--- src/rtl/booth_qreg_n_if.sv ---
// Booth Q-register bus: operand load, control, carry-in
// and the register/recode/counter status back to the FSM.
interface booth_qreg_n_if #(
  parameter int WIDTH = 8,
  parameter int CNT_W = $clog2(WIDTH + 1)
);
  logic [WIDTH-1:0] in;
  logic [1:0]       ctrl;
  logic             radix4;
  logic [1:0]       carry;
  logic [WIDTH-1:0] q;
  logic             q_m1;
  logic [2:0]       booth_sel;
  logic [1:0]       shift_out;
  logic [CNT_W-1:0] steps_left;
  logic             done;
  logic             mode_r4;

  modport master (
    output in, ctrl, radix4, carry,
    input  q, q_m1, booth_sel, shift_out,
    input  steps_left, done, mode_r4
  );

  modport slave (
    input  in, ctrl, radix4, carry,
    output q, q_m1, booth_sel, shift_out,
    output steps_left, done, mode_r4
  );
endinterface

--- src/rtl/booth_qreg_n.sv ---
// Booth multiplier (Q) register: load/clear/shift/hold,
// radix-2 or radix-4 stepping, Q-1 bit, step counter.
// Ports: clk, rst_n (async, active low), bus (slave):
//   in/ctrl/radix4/carry in; q, q_m1, booth_sel,
//   shift_out, steps_left, done, mode_r4 out.
module booth_qreg_n #(
  parameter int WIDTH = 8,
  parameter int CNT_W = $clog2(WIDTH + 1)
) (
  input logic           clk,
  input logic           rst_n,
  booth_qreg_n_if.slave bus
);

  localparam logic [CNT_W-1:0] STEPS_R2 = CNT_W'(WIDTH);
  localparam logic [CNT_W-1:0] STEPS_R4 = CNT_W'(WIDTH / 2);

  logic [WIDTH-1:0] q_r;
  logic             q_m1_r;
  logic [1:0]       so_r;
  logic [CNT_W-1:0] cnt_r;
  logic             r4_r;
  logic             done_w;

  logic is_load;
  logic is_clr;
  logic is_shift;

  assign done_w   = (cnt_r == '0);
  assign is_load  = (bus.ctrl == 2'b00);
  assign is_clr   = (bus.ctrl == 2'b01);
  // A shift with the counter exhausted is a no-op.
  assign is_shift = (bus.ctrl == 2'b10) && !done_w;

  always_ff @(posedge clk or negedge rst_n) begin
    if (!rst_n) begin
      q_r    <= '0;
      q_m1_r <= 1'b0;
      so_r   <= 2'b00;
      cnt_r  <= '0;
      r4_r   <= 1'b0;
    end else begin
      unique case (1'b1)
        is_load: begin
          q_r    <= bus.in;
          q_m1_r <= 1'b0;
          so_r   <= 2'b00;
          r4_r   <= bus.radix4;
          cnt_r  <= bus.radix4 ? STEPS_R4 : STEPS_R2;
        end
        is_clr: begin
          q_r    <= '0;
          q_m1_r <= 1'b0;
          so_r   <= 2'b00;
          cnt_r  <= '0;
        end
        is_shift: begin
          if (r4_r) begin
            q_r    <= {bus.carry, q_r[WIDTH-1:2]};
            q_m1_r <= q_r[1];
            so_r   <= q_r[1:0];
          end else begin
            q_r    <= {bus.carry[0], q_r[WIDTH-1:1]};
            q_m1_r <= q_r[0];
            so_r   <= {1'b0, q_r[0]};
          end
          cnt_r <= cnt_r - 1'b1;
        end
        default: ;
      endcase
    end
  end

  assign bus.q          = q_r;
  assign bus.q_m1       = q_m1_r;
  assign bus.booth_sel  = {q_r[1], q_r[0], q_m1_r};
  assign bus.shift_out  = so_r;
  assign bus.steps_left = cnt_r;
  assign bus.done       = done_w;
  assign bus.mode_r4    = r4_r;

endmodule

--- src/flat_wrapper.sv ---
// flat-port wrapper written by rule: the top's interface ports become plain ports
module booth_qreg_n_flat 
#(
  parameter int WIDTH = 8,
  parameter int CNT_W = $clog2(WIDTH + 1)
)
  (clk, rst_n, bus_in, bus_ctrl, bus_radix4, bus_carry, bus_q, bus_q_m1, bus_booth_sel, bus_shift_out, bus_steps_left, bus_done, bus_mode_r4);
  booth_qreg_n_if #(.WIDTH(WIDTH), .CNT_W(CNT_W)) bus_i ();
  input logic clk;
  input logic rst_n;
  input wire logic [$bits(bus_i.in)-1:0] bus_in;
  input wire logic [$bits(bus_i.ctrl)-1:0] bus_ctrl;
  input wire logic [$bits(bus_i.radix4)-1:0] bus_radix4;
  input wire logic [$bits(bus_i.carry)-1:0] bus_carry;
  output wire logic [$bits(bus_i.q)-1:0] bus_q;
  output wire logic [$bits(bus_i.q_m1)-1:0] bus_q_m1;
  output wire logic [$bits(bus_i.booth_sel)-1:0] bus_booth_sel;
  output wire logic [$bits(bus_i.shift_out)-1:0] bus_shift_out;
  output wire logic [$bits(bus_i.steps_left)-1:0] bus_steps_left;
  output wire logic [$bits(bus_i.done)-1:0] bus_done;
  output wire logic [$bits(bus_i.mode_r4)-1:0] bus_mode_r4;
  assign bus_i.in = bus_in;
  assign bus_i.ctrl = bus_ctrl;
  assign bus_i.radix4 = bus_radix4;
  assign bus_i.carry = bus_carry;
  assign bus_q = bus_i.q;
  assign bus_q_m1 = bus_i.q_m1;
  assign bus_booth_sel = bus_i.booth_sel;
  assign bus_shift_out = bus_i.shift_out;
  assign bus_steps_left = bus_i.steps_left;
  assign bus_done = bus_i.done;
  assign bus_mode_r4 = bus_i.mode_r4;
  booth_qreg_n #(.WIDTH(WIDTH), .CNT_W(CNT_W)) u_core (.clk(clk), .rst_n(rst_n), .bus(bus_i));
endmodule
--- config.mk ---
export PLATFORM = sky130hd
export DESIGN_NAME = booth_qreg_n_flat
export DESIGN_NICKNAME = d
export VERILOG_FILES = /design/src/rtl/booth_qreg_n_if.sv /design/src/rtl/booth_qreg_n.sv /design/src/flat_wrapper.sv
export SDC_FILE = /design/constraint.sdc
export NUM_CORES = 1
export LEC_CHECK = 0
export CORE_AREA = 2 2 49 51
export CTS_BUF_LIST = sky130_fd_sc_hd__clkbuf_4
export CTS_CLUSTER_DIAMETER = 30
export DETAILED_ROUTE_END_ITERATION = 10
export DIE_AREA = 0 0 51 53
export PLACE_DENSITY = 0.8
export SYNTH_ARGS = -nofsm -noshare
export SYNTH_HDL_FRONTEND = slang
export SYNTH_SLANG_ARGS = --single-unit
export TNS_END_PERCENT = 10
--- constraint.sdc ---
create_clock -name clk -period 1.7 [get_ports clk]
set_input_delay 0.34 -clock clk [delete_from_list [all_inputs] [get_ports clk]]
set_output_delay 0.34 -clock clk [all_outputs]
set_load 0.01 [all_outputs]
==> reports/metrics.yaml, run 1 <==
finish:
  drive_gt1_share_pct: 17.9
  fin_area_um2: 1340
  antenna_cells: 0
  areaGrowthSynthToFinish_pct: 43.8
  final_core_util_pct: 62.6
  nNetsFinal: 141
yosys:
  synth_cell_types: 29
  ys_seq_elements: 16
  synth_ff_type: "dfrtp_1"
  synth.avg_cell_area_um2: 11.3
  synth_nets: 100
  ys_seq_area_share_pct: 42.8
  yosys.area.top_type: "dfrtp_1"
  synth_cells: 83
  yosysWarnings: 0
  syn_area_um2: 935
  async_reset_ff_share_pct: 100
  synth_area_leaders: "dfrtp_1 (43%), mux2i_1 (14%), a221o_1 (4.3%)"
  synth_top_area_share_pct: 42.8
  synth-edff-count: 0
  yosysMostFrequentCell: "dfrtp_1"
  synth_commonest_cells: "dfrtp_1 (16), mux2i_1 (13), o21ai_1 (5)"
grt:
  grt_pass1_wl_mm: 3.43
  grt_max_degree: 17
  gr-total-overflow: 0
  grt_pass1_vias: 743
  antenna_found_initial: 0
  grt_use_total_pct: 17.3
power:
  powerDensity_nw_per_um2: 884
  p_int_w: 0.000800
  power.switching_w: 0.000388
  p_leak_nw: 0.588
  p_clk_share_pct: 17.5
  swShare_pct: 32.7
  ir_drop_mv: 0.666
  p_comb_share_pct: 41.1
  total_power_w: 0.00119
  power_frac_seq_pct: 41.3
timing:
  hold_viol_final: 0
  whs_ps: 368
  rsz0062_at_grt: "true"
  setup_violations: 0
  worstMarginPinSlew_ps: 309
  fmax_mhz: 609
  slew_viol_final: 0
  final.period_utilization_pct: 96.6
  finalCriticalPeriod_ps: 1640
  slew-limit-headroom_pct: 79.4
  skew_ps: 6.49
floorplanning:
  die_w_um: 51
  fp.dieArea_um2: 2700
  ios: 35
  fp.dieH_um: 53
  start_util_pct: 43.5
  design.core.area_um2: 2150
  rows: 17
detailed_routing:
  ant_nets: 0
  via_count: 803
  vias_per_cell: 5.32
  drc: 0
  dr.first_iter.drc_count: 13
  finalWirelength_mm: 2.10
  routedWlPerCell_um: 13.9
  dr.pass1.iters: 4
critical_path:
  path_max_fanout: 4
  end_kind: "output port"
  worstSetupPathType: "reg2out"
  critPathRequiredTime_ps: 1360
  cp-start-kind: "flip-flop"
  arrival_ps: 1300
  r2r-start: "u_core.bus.steps_left[0]"
  startpoint: "u_core.bus.steps_left[0]"
place:
  place_area_um2: 1320
  dp_hpwl_mm: 1.58
  finalWeightedCongestion: 0.768
  port_buffers: 34
clocking:
  clockBufferDepth: 2
  cts_sinks: 16
  cts_buffers: 3
  clkTransAtPathRegs_ps: 100
  clock-root-buffer: "clkbuf_4"
  clock_latency_ps: 290
  cts_tree: "built"
  h-tree-depth: 1
  post_cts_buffers: 0
outcome:
  status: "completed"
flow_run:
  cap_violations: 0
hold_path:
  hold_class: "in2async"
[power groups by stage]
| stage | Clock (W) | Combinational [W] | Sequential [W] |
|---|---|---|---|
| 3_5_place_dp | 0 | 0.000494 | 0.000499 |
| 2_1_floorplan | 0 | 0.000241 | 0.000522 |
| 4_1_cts | 0.000212 | 0.000494 | 0.000491 |
| 3_3_place_gp | 0 | 0.000483 | 0.000494 |
| 5_1_grt | 0.000238 | 0.000532 | 0.000500 |
| 6_report | 0.000208 | 0.000489 | 0.000491 |
[state kept, by name (all words and copies together), names as in the netlist]
register / flops
u_core.bus.mode_r4: 1
u_core.bus.q: 8
u_core.bus.q_m1: 1
u_core.bus.shift_out: 2
u_core.bus.steps_left: 4
[area by class of cell]
| class | count | area, um^2 |
|---|---|---|
| clock buffer | 3 | 22.5 |
| tap | 28 | 35.0 |
| clock inverter | 1 | 3.75 |
| sequential | 16 | 402 |
| multi-input combinational | 55 | 452 |
| timing repair buffer | 45 | 418 |
| fill | 187 | 805 |
| inverter | 3 | 11.3 |
[cells by family after synthesis]
logic type,Yosys count,share of synthesized area [%]
AOI/OAI and AO/OA,23,18.2
and+or+nand+nor,16,12.0
DFF,16,42.8
muxes,14,15.1
buffers and inverters,12,9.10
adders and majority gates,2,2.68
[metal layers]
layer  global-route usage, %  vias up  share of wire, %
li1                        -      387                 -
met1                    21.9      390                44
met2                    28.4       22                51
met3                    2.54        4               4.0
met4                    9.46        0               1.5
met5                       0        -                 0
[metrics by stage]
stage,worst slack [ps],setup TNS (ps),cells
3_3_place_gp,28.9,0,147
3_5_place_dp,-8.73,-8.73,147
5_1_grt,-5.54,-5.54,151
4_1_cts,0.848,0,151
6_report,58.3,0,151
2_1_floorplan,201,0,83
[path summary, 6_finish.rpt]
path,endpoint,slack [ps],cells after the start
worst max-delay path,bus_steps_left[0],60,2
worst min-delay path,u_core.bus.shift_out[1],370,2
worst max register to register,u_core.bus.q[4],100,6
worst min register to register,u_core.bus.shift_out[0],550,2
max in group asynchronous,u_core.bus.steps_left[2],1130,2
min in group clk,u_core.bus.shift_out[0],550,2
[cells in the final DEF (no fill, tap or decap), drive strengths merged]
| cell type | count |
|---|---|
| dfrtp | 16 |
| nor4 | 1 |
| o211ai | 4 |
| a21oi | 1 |
| a221o | 4 |
| o31ai | 1 |
| a22oi | 4 |
| nor3b | 1 |
| ha | 2 |
| o21ai | 5 |
| clkinv | 1 |
| nand2b | 2 |
| mux2 | 1 |
| nand2 | 1 |
| a32oi | 1 |
| clkbuf | 3 |
| nand3b | 1 |
| mux2i | 13 |
| nor3 | 4 |
| inv | 3 |
| buf | 12 |
| a21boi | 1 |
| nor2 | 4 |
| or2 | 1 |
| o21a | 2 |
| clkdlybuf4s50 | 33 |
| or3 | 1 |
[critical path, stage by stage (launching register included)]
cell             delay, ps
dfrtp_1                360
buf_4                  130
clkdlybuf4s50_1        530
[what timing repair did]
item	4_1_cts	5_1_grt
resized for setup	5	1
hold buffers	0	0
endpoints found under the setup margin	2	2
No activity file was read; power rests on OpenSTA's default activity.
==> run 2, diff against run 1 <==
--- a/config.mk
+++ b/config.mk
@@ -5,12 +5,13 @@
 export SDC_FILE = /design/constraint.sdc
 export NUM_CORES = 1
 export LEC_CHECK = 0
-export CORE_AREA = 2 2 49 51
+export CORE_AREA = 2 2 59 61
 export CTS_BUF_LIST = sky130_fd_sc_hd__clkbuf_4
 export CTS_CLUSTER_DIAMETER = 30
 export DETAILED_ROUTE_END_ITERATION = 10
-export DIE_AREA = 0 0 51 53
-export PLACE_DENSITY = 0.8
+export DIE_AREA = 0 0 61 63
+export PLACE_DENSITY = 0.58
+export SLEW_MARGIN = 20
 export SYNTH_ARGS = -nofsm -noshare
 export SYNTH_HDL_FRONTEND = slang
 export SYNTH_SLANG_ARGS = --single-unit
==> run 2 against run 1 <==
  * Final area increased by 1.0%
  * Highest routed layer unchanged
  * Largest power group unchanged
  * Critical endpoint unchanged
  * Routed wire length increased by 8.9%
  * Non-clock buffer count decreased by 1
  * Clock power about the same
==> reports/metrics.yaml, run 2 (same netlist as run 1, synthesis figures left out) <==
clocking:
  post_cts_buffers: 0
  cts_tree: "built"
  cts_hold_buffers: 0
  clkTransAtPathRegs_ps: 90
  clock-root-buffer: "clkbuf_4"
  cts_buffers: 3
  cts_sinks: 16
  clock_latency_ps: 290
  h-tree-depth: 1
  clockBufferDepth: 2
grt:
  grt_pass1_vias: 811
  met1_usage_pct: 17.6
  grt_max_degree: 17
  grt_use_total_pct: 13.7
  grt_busiest_layer: "met2"
  use_met2_pct: 21.5
  grt_pass1_wl_mm: 3.93
  met3_usage_pct: 2.48
  antenna_found_initial: 0
  gr-total-overflow: 0
timing:
  rsz0062_at_grt: "true"
  skew_ps: 4.24
  slew_viol_final: 0
  finalCriticalPeriod_ps: 1640
  worstMarginPinSlew_ps: 368
  fmax_mhz: 610
  whs_ps: 365
  hold_viol_final: 0
  final.period_utilization_pct: 96.4
  tns_ps: 0
  slew-limit-headroom_pct: 75.5
  setup_violations: 0
power:
  ir_drop_mv: 0.315
  powerDensity_nw_per_um2: 876
  p_leak_nw: 0.581
critical_path:
  arrival_ps: 1300
  critical-path-max-stage-delay_ps: 530
  worstSetupPathType: "reg2out"
  crit_cells: 2
  rrSetupSlack_ps: 120
  r2r_end: "u_core.bus.q[7]"
  crit_buf_inv: 2
  cpLargestDelayFamily: "buffers and inverters"
  path_max_fanout: 4
  end_kind: "output port"
  worst_path_max_delay_cell: "clkdlybuf4s50_1"
  cp-start-kind: "flip-flop"
  critPathCapture: "bus_steps_left[0]"
  critPathRequiredTime_ps: 1360
  worstRegToRegCells: 6
  path_cells: "buf_4 > clkdlybuf4s50_1"
  r2r-start: "u_core.bus.steps_left[0]"
  startpoint: "u_core.bus.steps_left[0]"
finish:
  fin_area_um2: 1360
  nNetsFinal: 140
  antenna_cells: 0
  drive_gt1_share_pct: 18.2
  final_common_cell: "clkdlybuf4s50_1"
  areaGrowthSynthToFinish_pct: 45.2
  most-common-layout-cells: "clkdlybuf4s50_1 (33), dfrtp_1 (15), mux2i_1 (13), buf_4 (10), o21ai_1 (5)"
  largest_reg_flops: 8
detailed_routing:
  drc: 0
  finalWirelength_mm: 2.29
  ant_nets: 0
  routedWlPerCell_um: 13.7
  dr.pass1.iters: 4
  vias_per_cell: 4.73
  dr.first_iter.drc_count: 49
  via_count: 790
place:
  finalWeightedCongestion: 0.710
  port_buffers: 34
  place_area_um2: 1330
  dp_hpwl_mm: 1.75
floorplanning:
  die_w_um: 61
  rows: 21
  start_util_pct: 28.9
  fp.dieH_um: 63
  design.core.area_um2: 3230
  ios: 35
  fp.dieArea_um2: 3840
flow_run:
  cap_violations: 0
outcome:
  status: "completed"
hold_path:
  hold_class: "in2async"
## run 2: cell count changes in the layout (fill, tap and decap cells not counted), sizes merged
| cell | change |
|---|---|
| clkinv | -1 |
| buf | -1 |
## run 2: timing repair
item	CTS	global route
setup endpoints to repair	3	3
hold endpoints to repair	0	0
pin swaps	0	0
resized for setup	5	2
## run 2: worst min path at each step
| stage | slack (ps) | to | start |
|---|---|---|---|
| floorplan | 40 | u_core.bus.mode_r4 | rst_n |
| global placement | 530 | u_core.bus.shift_out[1] | u_core.bus.shift_out[1] |
| detailed placement | 520 | u_core.bus.shift_out[1] | u_core.bus.shift_out[1] |
| CTS | 380 | u_core.bus.shift_out[1] | rst_n |
| global route | 380 | u_core.bus.steps_left[3] | rst_n |
| finish | 370 | u_core.bus.shift_out[1] | rst_n |
## run 2: metrics by stage
step,worst slack [ps],utilization (%),std cells,power (W)
after CTS,5.37,41.9,167,0.00120
after detailed placement,-16.6,41.3,164,0.000998
after global placement,1.02,41.3,164,0.000987
after floorplan,201,-,83,0.000763
after global routing,-11.2,42.0,167,0.00127
final,61.9,42.0,167,0.00119
## run 2: layout make-up
cell class              instances  area (um^2)
inverters                       3         11.3
flip-flops and latches         16          402
fillers                       329         1870
repair buffers                 44          410
multi-input cells              55          454
clock buffers                   3         22.5
well taps                      46         57.6
## run 2: report_power, final
group	switching, W	internal (W)	leakage [nW]
Sequential	0.0000568	0.000435	0.207
Clock	0.000124	0.0000826	0.0138
Combinational	0.000211	0.000279	0.360
Total	0.000392	0.000797	0.581
## run 2: routing by layer
layer,vias to the layer above,part of all wire (%)
met3,5,3.5
li1,383,-
met1,382,45
met4,0,2.4
met5,-,0
met2,20,49
